===== config.mk =====
export PLATFORM = sky130hd
export DESIGN_NAME = keypad_scanner_param
export DESIGN_NICKNAME = d
export VERILOG_FILES = /design/src/rtl/keypad_scanner_param.sv
export SDC_FILE = /design/constraint.sdc
export NUM_CORES = 1
export LEC_CHECK = 0
export ABC_AREA = 1
export BUFFER_PORTS_ARGS = -buffer_cell sky130_fd_sc_hd__buf_4
export CAP_MARGIN = 20
export CORE_UTILIZATION = 46
export DETAILED_ROUTE_END_ITERATION = 10
export PLACE_DENSITY = 0.66
export SYNTH_ARGS = -nofsm -noshare
export SYNTH_HDL_FRONTEND = slang
export SYNTH_SLANG_ARGS = --single-unit

===== constraint.sdc =====
create_clock -name clk -period 2.6 [get_ports clk]
set_input_delay 0.52 -clock clk [delete_from_list [all_inputs] [get_ports clk]]
set_output_delay 0.52 -clock clk [all_outputs]
set_load 0.01 [all_outputs]

===== src/rtl/keypad_scanner_param.sv =====
// -----------------------------------------------------------------------------
// keypad_scanner_param
//   Scans a matrix keypad and debounces both the press and the release of a key.
//   Exactly one row is driven low at a time. The columns arrive already
//   synchronised and are active-high. An accepted key is reported as a linear
//   code (row*COLS + column index) together with a one-cycle valid strobe.
//   The block also keeps the code that was current before the latest accept.
//   A sample that shows more than one closed column is rejected and flagged.
//
// Ports
//   clk        in   1       system clock
//   reset      in   1       synchronous, active-high reset
//   col_sync   in   COLS    synchronised column inputs, 1 = key closed
//   r_sel      out  ROWS    row drive, active-low, exactly one bit low
//   key_code   out  CODE_W  latest accepted key code
//   prev_code  out  CODE_W  key_code value before the latest accept
//   key_valid  out  1       one-cycle pulse when key_code takes a new value
//   key_held   out  1       accepted key is down or its release is debouncing
//   multi_err  out  1       one-cycle pulse on a multi-column scan sample
// -----------------------------------------------------------------------------
module keypad_scanner_param #(
  parameter int ROWS     = 4,
  parameter int COLS     = 4,
  parameter int SETTLE   = 2,
  parameter int DEBOUNCE = 31,
  localparam int CODE_W  = $clog2(ROWS * COLS),
  localparam int CNT_MAX = (SETTLE > DEBOUNCE) ? SETTLE : DEBOUNCE,
  localparam int CNT_W   = $clog2(CNT_MAX + 1),
  localparam int ROW_W   = $clog2(ROWS),
  localparam int COL_W   = $clog2(COLS)
) (
  input  logic              clk,
  input  logic              reset,
  input  logic [COLS-1:0]   col_sync,
  output logic [ROWS-1:0]   r_sel,
  output logic [CODE_W-1:0] key_code,
  output logic [CODE_W-1:0] prev_code,
  output logic              key_valid,
  output logic              key_held,
  output logic              multi_err
);

  typedef enum logic [1:0] {SCAN, PRESS_DB, HELD, REL_DB} state_t;

  localparam logic [CNT_W-1:0] SETTLE_LAST = CNT_W'(SETTLE - 1);
  localparam logic [CNT_W-1:0] DB_LIMIT    = CNT_W'(DEBOUNCE);

  state_t             state;
  logic [ROW_W-1:0]   row;
  logic [CNT_W-1:0]   cnt;      // settle count in SCAN, debounce count otherwise
  logic [COLS-1:0]    pattern;  // one-hot column pattern under press debounce
  logic [COL_W-1:0]   col_idx;  // bit index of pattern

  logic               col_zero;
  logic               col_onehot;
  logic [COL_W-1:0]   sample_idx;
  logic [ROW_W-1:0]   row_next;
  logic [CODE_W-1:0]  new_code;

  function automatic logic [ROWS-1:0] row_drive(input logic [ROW_W-1:0] r);
    return ~(ROWS'(1) << r);
  endfunction

  // NOTE: every variable assigned in always_comb gets a default value first,
  // so that no path through the block leaves it unassigned and infers a latch.
  always_comb begin
    col_zero   = (col_sync == '0);
    col_onehot = $onehot(col_sync);
    sample_idx = '0;
    for (int i = 0; i < COLS; i++) begin
      if (col_sync[i]) sample_idx = COL_W'(i);
    end
    row_next = (row == ROW_W'(ROWS - 1)) ? '0 : row + 1'b1;
    new_code = CODE_W'(row) * CODE_W'(COLS) + CODE_W'(col_idx);
  end

  // NOTE: state registers use non-blocking assignments, so every right-hand
  // side reads the value from before the clock edge (prev_code <= key_code
  // captures the old code while key_code is updated in the same edge).
  // NOTE: reset clears every register, including the pattern and index
  // latches. The debounce compares against pattern, so it needs a known value.
  always_ff @(posedge clk) begin
    if (reset) begin
      state     <= SCAN;
      row       <= '0;
      r_sel     <= row_drive('0);
      cnt       <= '0;
      pattern   <= '0;
      col_idx   <= '0;
      key_code  <= '0;
      prev_code <= '0;
      key_valid <= 1'b0;
      key_held  <= 1'b0;
      multi_err <= 1'b0;
    end else begin
      key_valid <= 1'b0;
      multi_err <= 1'b0;
      case (state)
        SCAN: begin
          if (cnt == SETTLE_LAST) begin
            cnt <= '0;
            if (col_onehot) begin
              pattern <= col_sync;
              col_idx <= sample_idx;
              state   <= PRESS_DB;
              cnt     <= CNT_W'(1);  // the scan sample is the first match
            end else begin
              // Ghosting: several columns closed. Skip the row without accepting.
              if (!col_zero) multi_err <= 1'b1;
              row   <= row_next;
              r_sel <= row_drive(row_next);
            end
          end else begin
            cnt <= cnt + 1'b1;
          end
        end

        PRESS_DB: begin
          if (col_sync != pattern) begin
            state <= SCAN;  // bounce: rescan the same row from a fresh settle
            cnt   <= '0;
          end else if (cnt == DB_LIMIT) begin
            key_code  <= new_code;
            prev_code <= key_code;
            key_valid <= 1'b1;
            key_held  <= 1'b1;
            state     <= HELD;
            cnt       <= '0;
          end else begin
            cnt <= cnt + 1'b1;
          end
        end

        HELD: begin
          if (col_zero) begin
            state <= REL_DB;
            cnt   <= CNT_W'(1);
          end
        end

        REL_DB: begin
          if (!col_zero) begin
            state <= HELD;  // release glitch: the key is still down
            cnt   <= '0;
          end else if (cnt == DB_LIMIT) begin
            state    <= SCAN;
            cnt      <= '0;
            key_held <= 1'b0;
            row      <= row_next;
            r_sel    <= row_drive(row_next);
          end else begin
            cnt <= cnt + 1'b1;
          end
        end

        default: begin
          state <= SCAN;
          cnt   <= '0;
        end
      endcase
    end
  end

endmodule


==> impl_metrics.yaml, run 1 <==
status:
  status: "completed"
synthesis:
  async_flop_share_pct: 0
  yosys-top-cells-count: "nand2_1, dfxtp_1, nor2_1"
  synth.most_common_cell: "nand2_1"
  synth-main-ff-cell: "dfxtp_1"
  syn_area_um2: 1613
  syn_inst: 225
  ys_seq_area_share_pct: 37.24
  synth_cell_type_count: 28
  ys_warn_count: 0
  syn_nets: 242
  synth_area_leader_cell: "dfxtp_1"
  synth-edff-count: 0
  post-synth-top-area-fraction_pct: 37.24
  avgSynthCellArea_um2: 7.168
  synth.area.top_cells: "dfxtp_1, nand2_1, ha_1"
  synth-seq-cells: 30
floorplan:
  core_um2: 3337
  dieWidth_um: 61.21
  initial_core_util_pct: 48.33
  ios: 21
  die_area_um2: 3747
  die_y_um: 61.21
  rows: 21
worst_setup_path:
  critical_path_required_ns: 2.87
  endpoint_kind: "flop"
  crit_type: "input port to flop"
  worstPathArrival_ns: 2.56
  worstSetupStartpointType: "input port"
  rrSetupSlack_ns: 0.44
  crit_fanout: 11
route:
  vias: 1447
  ant_nets: 0
  drt-pass1-iter-count: 4
  drc: 0
  post_drt_wl_per_cell_um: 11.02
  drt_iter0_markers: 82
  detail_route.vias_per_cell: 4.856
  finalWirelength_um: 3284
clocking:
  clock-sinks: 30
  clock_latency_ns: 0.34
  cts_resized: 0
  cts_hold_buf: 0
  cts.clk_slew.worst_paths_ns: 0.11
  clock_path_buffers: 2
  post_cts_buffers: 0
  numCtsBuffers: 5
  cts_root_buffer: "clkbuf_4"
  htree_levels: 2
  cts_tree: "done"
pwr:
  p_per_area_nw_per_um2: 873.2
  power.leakage_nw: 0.9173
  peakVddDrop_v: 0.0004745
timing:
  fmax_mhz: 437.7
  clock_skew_ns: 0.01083
  setup_viol: 0
  hold_viol: 0
  rsz0062_at_grt: "no"
  worstMarginPinSlew_ns: 0.4723
  fin_crit_sh_pct: 87.86
  slew_headroom_pct: 68.48
  timing.setup.tns_ns: 0
  period_needed_ns: 2.284
  drv_slew: 0
final_layout:
  drive_gt1_share_pct: 20.63
  nets: 268
  antenna_cells: 0
  fill_cells: 348
  instances_no_fill: 298
  areaGrowthSynthToFinish_pct: 19.55
min_path:
  hp-class: "input port to flop"
global_route:
  grt_start_max_net_pins: 15
  grt_pass1_vias: 1183
  grt_pass1_wl_um: 5485
  antenna_found_initial: 0
  overflow: 0
  track_usage_pct: 20.03
placement:
  globalplace.congestion: 0.8762
  dp_cells: 290
  hpwl_um: 2351
  port_buffers: 20
flow_run:
  cap_violations: 0
-- routing by layer --
metal / track usage, % / routed length [µm]
met5: 0 / 0
met4: 5.844 / 43
met3: 5.672 / 148
met2: 30.43 / 1490
met1: 27.60 / 1601
-- report_power, final --
group          total [mW]  switching, mW  internal [mW]
Clock               0.499          0.173          0.326
Sequential          0.610         0.0780          0.532
Combinational       0.575          0.354          0.221
-- state kept, by name, indices dropped and copies added (netlist names) --
name,cells
prev_code,4
key_held,1
pattern,4
r_sel,4
multi_err,1
key_valid,1
row,2
col_idx,2
key_code,4
cnt,5
state,2
-- logic make-up (layout without fill, tap and decap cells) --
kind of cell | count (synthesis) | count (layout) | synth area share, %
flops | 30 | 30 | 37.24
buf+inv | 36 | 63 | 9.077
fa+ha+maj | 11 | 11 | 8.999
simple gates | 110 | 110 | 30.49
compound gates | 38 | 38 | 14.20
-- final timing paths --
path | from | endpoint | cells after the start
setup / recovery | col_sync[0] | row[0] | 13
hold / removal | reset | col_idx[1] | 2
setup reg to reg | cnt[0] | row[0] | 10
hold reg to reg | r_sel[0] | r_sel[0] | 2
-- final cells by class --
| type | instances | area, µm² | area share [%] |
|---|---|---|---|
| Clock buffer | 6 | 51.30 | 2.661 |
| Timing Repair Buffer | 23 | 172.7 | 8.955 |
| Multi-Input combinational cell | 159 | 865.8 | 44.91 |
| Sequential cell | 30 | 600.6 | 31.15 |
| Inverter | 32 | 120.1 | 6.230 |
| Tap cell | 46 | 57.56 | 2.985 |
| Clock inverter | 2 | 60.06 | 3.115 |
-- layout by cell type, fill, tap and decap left out, types with 7 or more instances in the layout --
cell and instances:
a21oi_1 13, buf_4 23, dfxtp_1 30, ha_1 10, inv_1 26, nand2_1 46
nand3_1 16, nand4_1 7, nor2_1 30, o21ai_0 10, o21ai_2 9
-- per-stage QoR --
step / total power [mW] / setup WS (ns) / instance area (µm²) / hold slack, ns / utilization (%)
finish: 1.684 / 0.3155 / 1928 / 0.4560 / 57.78
global route: 1.823 / 0.1736 / 1928 / 0.4615 / 57.78
CTS: 1.696 / 0.3265 / 1928 / 0.4452 / 57.78
detailed placement: 1.189 / -0.03643 / 1817 / 0.4617 / 54.44
global placement: 1.185 / 0.02451 / 1817 / 0.4598 / 54.44
floorplan: 1.039 / 0.2553 / 1613 / 0.4437 / -
-- worst max-delay path, cell delays in order --
cell and delay [ns]:
buf_4 0.09, inv_1 0.05, fa_1 0.53, inv_1 0.04, ha_1 0.18, ha_1 0.26, nand3b_1 0.11, nand2_1 0.09
o21ai_1 0.09, nand3_1 0.07, buf_4 0.17, or2_1 0.23, a21oi_1 0.12
No activity file was read; power rests on OpenSTA's default activity.
==> inputs of run 2 (changes only) <==
Settings changed: REMOVE_ABC_BUFFERS set to 1.
==> impl_metrics.yaml, run 2 (synthesis results as in run 1) <==
status:
  status: "completed"
final_layout:
  multi_input_area_um2: 865.8
  largest-register: "cnt"
  nets: 274
  areaGrowthSynthToFinish_pct: 20.09
  fill_cells: 340
  post-route-util_pct: 58.04
  drive_gt1_share_pct: 21.71
  antenna_cells: 0
  final_cell_mix: "nand2_1, nor2_1, dfxtp_1, buf_4, inv_1"
  layout_commonest_cell: "nand2_1"
  seq_area_um2: 600.6
  largest_reg_flops: 5
route:
  vias: 1493
  detail_route.vias_per_cell: 4.911
  drc: 0
  finalWirelength_um: 3332
  drt_iter0_markers: 56
  drt-pass1-iter-count: 4
  ant_nets: 0
  post_drt_wl_per_cell_um: 10.96
timing:
  fmax_mhz: 444.9
  drv_slew: 0
  hold_viol: 0
  timing.setup.tns_ns: 0
  post-route-worst-setup-slack_ns: 0.3525
  worstMarginPinSlew_ns: 0.3551
  fin_crit_sh_pct: 86.44
  period_needed_ns: 2.248
  slew_headroom_pct: 76.30
  setup_viol: 0
  whs_ns: 0.4701
  rsz0062_at_grt: "no"
  clock_skew_ns: 0.005526
worst_setup_path:
  startpoint: "col_sync[0]"
  worstSetupStartpointType: "input port"
  critical_path_required_ns: 2.87
  cpMostUsedCell: "nand2_1"
  rrSetupSlack_ns: 0.65
  r2r-end: "prev_code[3]"
  crit_type: "input port to flop"
  r2r-start: "cnt[0]"
  cpPeakStageDelay_ns: 0.52
  crit_fanout: 3
  slowest_stage: "fa_1"
  reg2reg_depth: 9
  crit_path_cell_trace: "buf_4, inv_1, fa_1, inv_1, ha_1, ha_1, nand3b_1, nand2_1, buf_4, nand2_1, a21oi_1, nand3_1, nand2_1, nand2_1, nor2_1"
  endpoint_kind: "flop"
  worstPathArrival_ns: 2.52
placement:
  hpwl_um: 2440
  port_buffers: 20
  globalplace.congestion: 0.8710
  place_ws_ns: 0.01635
clocking:
  cts_tree: "done"
  cts_hold_buf: 0
  post_cts_buffers: 0
  numCtsBuffers: 5
  clock-sinks: 30
  cts.clk_slew.worst_paths_ns: 0.09
  cts_root_buffer: "clkbuf_4"
  clock_path_buffers: 2
  clock_latency_ns: 0.33
  htree_levels: 2
  cts_resized: 0
min_path:
  hold_depth: 2
  hp-class: "input port to flop"
  min_from: "reset"
  min_to: "r_sel[0]"
floorplan:
  initial_core_util_pct: 48.33
  core_um2: 3337
  die_area_um2: 3747
  rows: 21
  ios: 21
  die_y_um: 61.21
  dieWidth_um: 61.21
global_route:
  grt_pass1_wl_um: 5699
  grt_pass1_vias: 1349
  grt_start_max_net_pins: 19
  antenna_found_initial: 0
  track_usage_pct: 20.76
  overflow: 0
pwr:
  power.leakage_nw: 0.9281
  total_power_mw: 1.561
  p_per_area_nw_per_um2: 806.2
  peakVddDrop_v: 0.0004800
flow_run:
  cap_violations: 0
-- run 2: how the worst max path moves through the flow --
| stage | to | slack (ns) | cells after the start |
|---|---|---|---|
| after global placement | state[1] | 0.04 | 14 |
| after global routing | row[1] | 0.19 | 13 |
| after detailed placement | state[1] | 0.02 | 14 |
| after floorplan | row[0] | 0.12 | 11 |
| after CTS | state[1] | 0.36 | 15 |
| final | state[1] | 0.35 | 15 |
-- run 2: cell type report --
class	instances	area share, %
well taps	46	2.972
clock buffers	7	2.326
clock inverters	1	1.550
repair buffers	29	11.24
flip-flops and latches	30	31.01
inverters	32	6.202
multi-input cells	159	44.70
-- run 2: power breakdown --
group	internal (mW)	leakage (nW)	switching, mW	total [mW]
clock	0.204	0.0395	0.157	0.361
combinational	0.238	0.645	0.354	0.592
sequential	0.532	0.244	0.0763	0.609
-- run 2: layer usage --
metal | global-route usage, % | wire length, µm | up-vias
met5 | 0 | 0 | -
met4 | 9.416 | 62 | 0
met3 | 6.092 | 135 | 8
met2 | 32.92 | 1520 | 31
met1 | 26.07 | 1613 | 662
li1 | - | - | 792
-- run 2: per-stage QoR --
| step | std cells | instance area [µm²] |
|---|---|---|
| floorplan | 221 | 1587 |
| global placement | 296 | 1862 |
| detailed placement | 296 | 1862 |
| CTS | 304 | 1937 |
| global route | 304 | 1937 |
| finish | 304 | 1937 |
-- run 2: worst max-delay path: cells and delay by family --
kind / cells / cell delay, ns
compound gates: 1 / 0.14
fa+ha+maj: 3 / 0.95
simple gates: 7 / 0.61
buf+inv: 4 / 0.29
==> inputs of run 3 (changes only) <==
Settings changed: PLACE_DENSITY 0.66 to 0.67.
==> impl_metrics.yaml, run 3 (synthesis results as in run 1) <==
clocking:
  clock-sinks: 30
  numCtsBuffers: 5
  cts_tree: "done"
  cts.clk_slew.worst_paths_ns: 0.10
  htree_levels: 2
  cts_hold_buf: 0
  cts_resized: 0
  clock_path_buffers: 2
  post_cts_buffers: 0
  cts_root_buffer: "clkbuf_4"
  clock_latency_ns: 0.34
floorplan:
  rows: 21
  initial_core_util_pct: 48.33
  dieWidth_um: 61.21
  die_y_um: 61.21
  ios: 21
  die_area_um2: 3747
  core_um2: 3337
final_layout:
  nets: 270
  antenna_cells: 0
  drive_gt1_share_pct: 20.95
  largest-register: "cnt"
  postLayoutCellArea_um2: 1913
  layout_commonest_cell: "nand2_1"
  largest_reg_flops: 5
  areaGrowthSynthToFinish_pct: 18.62
  final_cell_mix: "nand2_1, nor2_1, dfxtp_1, inv_1, buf_4"
pwr:
  p_per_area_nw_per_um2: 842.3
  power.leakage_nw: 0.9127
  peakVddDrop_v: 0.0005797
  total_power_mw: 1.611
flow_run:
  cap_violations: 0
timing:
  rsz0062_at_grt: "no"
  worstMarginPinSlew_ns: 0.3805
  setup_viol: 0
  fmax_mhz: 436.2
  slew_headroom_pct: 74.61
  period_needed_ns: 2.292
  hold_viol: 0
  drv_slew: 0
  fin_crit_sh_pct: 88.17
  whs_ns: 0.4541
  clock_skew_ns: 0.01028
route:
  ant_nets: 0
  finalWirelength_um: 3449
  post_drt_wl_per_cell_um: 11.54
  detail_route.vias_per_cell: 5.013
  drt-pass1-iter-count: 4
  drc: 0
  drt_iter0_markers: 56
  vias: 1499
worst_setup_path:
  endpoint_kind: "flop"
  crit_type: "input port to flop"
  cpPeakStageDelay_ns: 0.53
  slowest_stage: "fa_1"
  critical_path_required_ns: 2.83
  crit_path_cell_trace: "buf_4, inv_1, fa_1, inv_1, ha_1, ha_1, nand3b_1, nand2_1, o21ai_1, nand3_1, buf_4, a21oi_1, o21ai_0"
  worstSetupStartpointType: "input port"
  crit_fanout: 4
  worstPathArrival_ns: 2.53
global_route:
  track_usage_pct: 21.83
  grt_pass1_wl_um: 5927
  grt_start_max_net_pins: 15
  use_met1_pct: 27.78
  grt_pass1_vias: 1337
  grt_busiest_layer: "met2"
  grtUsageMet3_pct: 6.723
  antenna_found_initial: 0
  met2_usage_pct: 34.32
  overflow: 0
min_path:
  hp-class: "input port to flop"
status:
  status: "completed"
placement:
  port_buffers: 20
  hpwl_um: 2508
  placed_cell_area_um2: 1832
  globalplace.congestion: 0.8151
-- run 3: worst paths after layout --
check              startpoint    endpoint  slack, ns  cells after the start
hold reg to reg    pattern[0]  pattern[0]       0.47                      2
hold / removal    col_sync[1]  pattern[1]       0.45                      3
setup / recovery  col_sync[0]    r_sel[3]       0.31                     13
setup reg to reg       cnt[1]    r_sel[3]       0.50                     10
-- run 3: per-layer routing --
metal	vias to the layer above	wire (µm)	share of wire (%)
met5	-	0	0
met4	0	65	1.9
met3	8	152	4.4
met2	30	1571	46
met1	675	1659	48
li1	786	-	-
-- run 3: critical path, delay by kind of cell --
kind	cells	cell delay, ns
buffers and inverters	4	0.37
adder cells (fa/ha/maj)	3	0.96
AND/OR/NAND/NOR	3	0.34
AO/OA/AOI/OAI	3	0.33
-- run 3: final cells by class --
class,count,area [µm²]
Fill cell,330,1424
Multi-Input combinational cell,159,865.8
Sequential cell,30,600.6
Timing Repair Buffer,25,187.7
Inverter,32,120.1
Tap cell,46,57.56
Clock buffer,6,51.30
Clock inverter,1,30.03
-- run 3: where the power goes --
group / switching (mW) / leakage, nW / internal (mW)
Clock: 0.169 / 0.0443 / 0.224
Combinational: 0.374 / 0.625 / 0.245
Sequential: 0.0674 / 0.244 / 0.532
Total: 0.611 / 0.913 / 1.00
-- run 3: stage by stage --
| stage | util (%) | std cells | worst slack (ns) | setup TNS (ns) |
|---|---|---|---|---|
| CTS | 57.33 | 299 | 0.3240 | 0 |
| global route | 57.33 | 299 | 0.1947 | 0 |
| floorplan | - | 221 | 0.1250 | 0 |
| global placement | 54.89 | 292 | 0.05632 | 0 |
| finish | 57.33 | 299 | 0.3075 | 0 |
| detailed placement | 54.89 | 292 | -0.05886 | -0.09044 |
